[src/rtl/led_pkg.sv]
// led_pkg: shared state encoding and constants for the LED arbiter.
package led_pkg;
  typedef enum logic [1:0] {IDLE, OWN, SWITCH} state_e;
  localparam int LED_W = 8;
  localparam int DEF_DWELL = 25000000;
endpackage

[src/rtl/led_pwm.sv]
// led_pwm: free-running 8-bit PWM gate that registers the masked LED pattern.
module led_pwm import led_pkg::*; (
  input  logic             clk,
  input  logic             rst,
  input  logic [7:0]       brightness,
  input  logic [LED_W-1:0] in,
  output logic [LED_W-1:0] out
);
  logic [7:0]       cnt_q, cnt_d;
  logic [LED_W-1:0] out_q, out_d;
  always_comb begin
    cnt_d = cnt_q + 8'd1;
    out_d = in & {LED_W{cnt_q < brightness}};
  end
  always_ff @(posedge clk) begin
    if (rst) begin
      cnt_q <= '0;
      out_q <= '0;
    end else begin
      cnt_q <= cnt_d;
      out_q <= out_d;
    end
  end
  assign out = out_q;
endmodule

[src/rtl/led_arbiter.sv]
// led_arbiter: round-robin time-sliced sharing of 8 LEDs between NUM_REQ requesters.
// Define LED_ARBITER_PWM_EN to add global brightness PWM on the LED output.
module led_arbiter import led_pkg::*; #(
  parameter int NUM_REQ      = 4,
  parameter int DWELL_CYCLES = DEF_DWELL
) (
  input  logic                     clk,
  input  logic                     rst,
  input  logic [NUM_REQ-1:0]       req,
  input  logic [LED_W*NUM_REQ-1:0] pattern,
  input  logic [7:0]               brightness,
  output logic [NUM_REQ-1:0]       grant,
  output logic [LED_W-1:0]         led,
  output logic                     busy
);
  localparam int OW = $clog2(NUM_REQ);
  localparam int CW = $clog2(DWELL_CYCLES);
  state_e               state_q, state_d;
  logic [OW-1:0]        owner_q, owner_d, win, idx;
  logic                 win_ok, own_req, others, expired;
  logic [CW-1:0]        cnt_q, cnt_d;
  logic [NUM_REQ-1:0]   grant_q, grant_d, own_oh;
  logic [LED_W-1:0]     led_d;
  // Descending offsets so the closest requester after the owner wins last.
  always_comb begin
    idx = '0;
    win = owner_q;
    win_ok = 1'b0;
    for (int k = NUM_REQ; k >= 1; k--) begin
      idx = OW'((int'(owner_q) + k) % NUM_REQ);
      if (req[idx]) begin
        win = idx;
        win_ok = 1'b1;
      end
    end
  end
  always_comb begin
    own_oh  = NUM_REQ'(1) << owner_q;
    own_req = req[owner_q];
    others  = |(req & ~own_oh);
    expired = cnt_q == CW'(DWELL_CYCLES - 1);
    state_d = state_q;
    owner_d = owner_q;
    case (state_q)
      IDLE: begin
        state_d = win_ok ? OWN : IDLE;
        owner_d = win_ok ? win : owner_q;
      end
      OWN: begin
        if (!own_req) state_d = others ? SWITCH : IDLE;
        else if (expired && others) state_d = SWITCH;
      end
      SWITCH: begin
        state_d = win_ok ? OWN : IDLE;
        owner_d = win_ok ? win : owner_q;
      end
      default: state_d = IDLE;
    endcase
    cnt_d   = (state_q == OWN && state_d == OWN && !expired) ? cnt_q + 1'b1 : '0;
    grant_d = (state_d == OWN) ? NUM_REQ'(1) << owner_d : '0;
    led_d   = (state_q == OWN && state_d == OWN) ? pattern[int'(owner_q)*LED_W +: LED_W] : '0;
  end
  always_ff @(posedge clk) begin
    if (rst) begin
      state_q <= IDLE;
      owner_q <= OW'(NUM_REQ - 1);
      cnt_q   <= '0;
      grant_q <= '0;
    end else begin
      state_q <= state_d;
      owner_q <= owner_d;
      cnt_q   <= cnt_d;
      grant_q <= grant_d;
    end
  end
  assign grant = grant_q;
  assign busy  = state_q != IDLE;
`ifdef LED_ARBITER_PWM_EN
  led_pwm u_pwm (
    .clk        (clk),
    .rst        (rst),
    .brightness (brightness),
    .in         (led_d),
    .out        (led)
  );
`else
  logic [LED_W-1:0] led_q;
  logic             unused_brightness;
  assign unused_brightness = ^brightness;
  always_ff @(posedge clk) begin
    if (rst) led_q <= '0;
    else led_q <= led_d;
  end
  assign led = led_q;
`endif
endmodule

[config.mk]
export PLATFORM = sky130hd
export DESIGN_NAME = led_arbiter
export DESIGN_NICKNAME = d
export VERILOG_FILES = /design/src/rtl/led_pkg.sv /design/src/rtl/led_pwm.sv /design/src/rtl/led_arbiter.sv
export SDC_FILE = /design/constraint.sdc
export NUM_CORES = 1
export LEC_CHECK = 0
export CORE_MARGIN = 1
export CORE_UTILIZATION = 50
export CTS_BUF_LIST = sky130_fd_sc_hd__clkbuf_4 sky130_fd_sc_hd__clkbuf_8 sky130_fd_sc_hd__clkbuf_16
export DETAILED_ROUTE_END_ITERATION = 16
export GPL_ROUTABILITY_DRIVEN = 0
export HOLD_SLACK_MARGIN = 0.15
export PLACE_DENSITY = 0.82
export SLEW_MARGIN = 20
export SYNTH_ARGS = -nofsm -noshare
export SYNTH_HDL_FRONTEND = slang
export SYNTH_SLANG_ARGS = --single-unit
[constraint.sdc]
create_clock -name clk -period 4.2 [get_ports clk]
set_input_delay 1.05 -clock clk [delete_from_list [all_inputs] [get_ports clk]]
set_output_delay 1.05 -clock clk [all_outputs]
set_load 0.02 [all_outputs]
==> flow_summary.json <==
{
  "wl_um": 4680,
  "row_count": 23,
  "p_per_area_nw_per_um2": 358,
  "path_delay_family": "multiplexers",
  "antenna_found_initial": 0,
  "criticalPathCategory": "input port to flip-flop",
  "grt_overflow_total": 0,
  "initial_core_util_pct": 53.4,
  "synth.distinct_cells": 44,
  "io_buffers": 50,
  "synth-async-reset-ratio_pct": 0,
  "cts_tree": "yes",
  "worst_ir_drop_vdd_mv": 0.369,
  "fin_util_pct": 66.7,
  "synth_top_area_cell": "dfxtp_1",
  "yosysWarnings": 0,
  "postCtsHoldBufs": 0,
  "synth_area_um2": 2200,
  "slew_viol_final": 0,
  "ys_top_cells_by_count": "dfxtp_1, nor2_1, a21oi_1, mux4_2",
  "slew_headroom_pct": 39.8,
  "root_buffer": "clkbuf_8",
  "cp_max_fo": 30,
  "crit_chain": "clkdlybuf4s50_1 -> mux4_2 -> nand2_2 -> o21bai_4 -> a211oi_1",
  "synth-edff-count": 0,
  "yosys.area_share.adder_pct": 2.85,
  "synth_flop_cell": "dfxtp_1",
  "fin_cells": 309,
  "worstMarginPinSlew_ns": 0.902,
  "status": "finished, final reports clean",
  "critical-path-slowest-cell": "mux4_2",
  "cap_viol_max_count": 0,
  "min_period_ns": 2.76,
  "drt_iter0_markers": 63,
  "postCtsSetupBuffers": 0,
  "synth_top_family_by_area": "simple AND/OR/NAND/NOR gates",
  "htreeDepth": 2,
  "clock_path_buffers": 2,
  "hp-class": "flip-flop to flip-flop",
  "hold-worst-slack_ns": 0.449,
  "clk_pin_slew_ns": 0.07,
  "hold_viol_final": 0,
  "num_vias": 1787,
  "syn_inst": 212,
  "dieArea_um2": 4660,
  "synth-xor-area-share_pct": 3.99,
  "hold_depth": 1,
  "grt_max_degree": 31,
  "place_hpwl_um": 3430,
  "track_usage_pct": 20.8,
  "path_buf_inv": 1,
  "cts_buffers": 5,
  "start_kind": "input port",
  "synthTopCellsByArea": "dfxtp_1, mux4_2, buf_6",
  "cts_resized": 0,
  "arrival_ns": 2.89,
  "ys_ff_latch": 41,
  "ant_nets": 0,
  "die_h_um": 68.3,
  "diodes": 0,
  "end_kind": "flip-flop",
  "clk_latency_ns": 0.28,
  "drive_gt1_share_pct": 13.1,
  "grt_pass1_wl_um": 7260,
  "yosysMostFrequentCell": "dfxtp_1",
  "dp_slack_ns": 1.13,
  "wl_per_cell_um": 15.2,
  "synthMuxAreaShare_pct": 12.6,
  "drt_pre_antenna_iters": 5,
  "viasPerCell": 5.78,
  "period_share_pct": 65.8,
  "rsz0062_at_grt": "no",
  "fin_ws_ns": 1.44,
  "area_delta_synth_final_pct": 25.0,
  "yosysTopAreaCellShare_pct": 37.4,
  "p_leak_nw": 0.956,
  "reg2reg_depth": 6,
  "synth_nets": 263,
  "dp_cells": 301,
  "synth-simple-area-share_pct": 24.3,
  "synth_compound_area_share_pct": 13.0,
  "drc_errors": 0,
  "nets": 309,
  "reg2reg_slack_ns": 1.71,
  "seq_area_frac_synth_pct": 37.4,
  "crit_cells": 5,
  "worstPathRequired_ns": 4.32,
  "clock_sinks": 41,
  "core_area_um2": 4120,
  "finalSetupViolCount": 0,
  "die_x_um": 68.3,
  "fill_cells": 331,
  "slowest_delay_ns": 0.56,
  "pin_count": 59,
  "grt_pass1_vias": 1598,
  "avgSynthCellArea_um2": 10.4,
  "max_freq_ghz": 0.362,
  "tns_ns": 0,
  "timing.clock.skew_ns": 0.00486
}
[layout by cell type, fill, tap and decap left out, drive strengths merged, types with 2 or more instances in the layout]
master and instances:
a211oi 8, a21oi 13, and4 4, clkbuf 8, clkdlybuf4s50 50, dfxtp 41
ha 5, inv 7, mux2 3, mux2i 4, mux4 9, nand2 9
nand2b 2, nand3 8, nand4 9, nor2 16, nor2b 4, nor3b 9
o21ai 8, o31ai 6, or3 7, or4 6, xnor2 2, xor2 8
[registers in the layout (all words and copies together) (netlist names)]
signal and flops:
state_q 2, led 8, grant 4, cnt_q 25, owner_q 2
[path summary, 6_finish.rpt]
check | end | from
setup / recovery | grant[1]$_SDFF_PP0_ | req[3]
hold / removal | cnt_q[0]$_SDFF_PP0_ | cnt_q[0]$_SDFF_PP0_
setup reg to reg | grant[1]$_SDFF_PP0_ | owner_q[0]$_SDFF_PP1_
hold reg to reg | cnt_q[0]$_SDFF_PP0_ | cnt_q[0]$_SDFF_PP0_
[cells by family (layout without fill, tap and decap cells)]
family,count (synthesis),after routing
and+or+nand+nor,81,81
AOI/OAI and AO/OA,41,41
DFF,41,41
buffers and inverters,18,65
muxes,16,16
xor gates and xnor gates,10,10
adders and majority gates,5,5
[routing by layer]
metal	vias up	track usage, %	wire, um
met4	0	7.03	64
met5	-	0	0
met3	7	4.00	115
met1	859	26.6	2130
li1	894	-	-
met2	27	34.7	2380
[final cells by class]
| type | instances | area, um2 | share of cell area (%) |
|---|---|---|---|
| repair buffers | 50 | 500 | 18.2 |
| flip-flops and latches | 41 | 821 | 29.9 |
| multi-input cells | 153 | 1240 | 45.3 |
| clock buffers | 8 | 91.3 | 3.33 |
| well taps | 50 | 62.6 | 2.28 |
| inverters | 7 | 26.3 | 0.957 |
[through the flow]
stage / power [mW] / instance area, um2
finish: 0.984 / 2750
floorplan: 0.640 / 2200
CTS: 0.994 / 2750
global placement: 0.726 / 2660
global route: 1.03 / 2750
detailed placement: 0.733 / 2660
[report_power, final]
| group | switching (mW) | leakage [nW] | total, mW | internal [mW] |
|---|---|---|---|---|
| logic | 0.112 | 0.575 | 0.269 | 0.157 |
| registers | 0.0389 | 0.332 | 0.453 | 0.414 |
| clock network | 0.125 | 0.0498 | 0.262 | 0.137 |
Power figures use the tool's default switching activity.
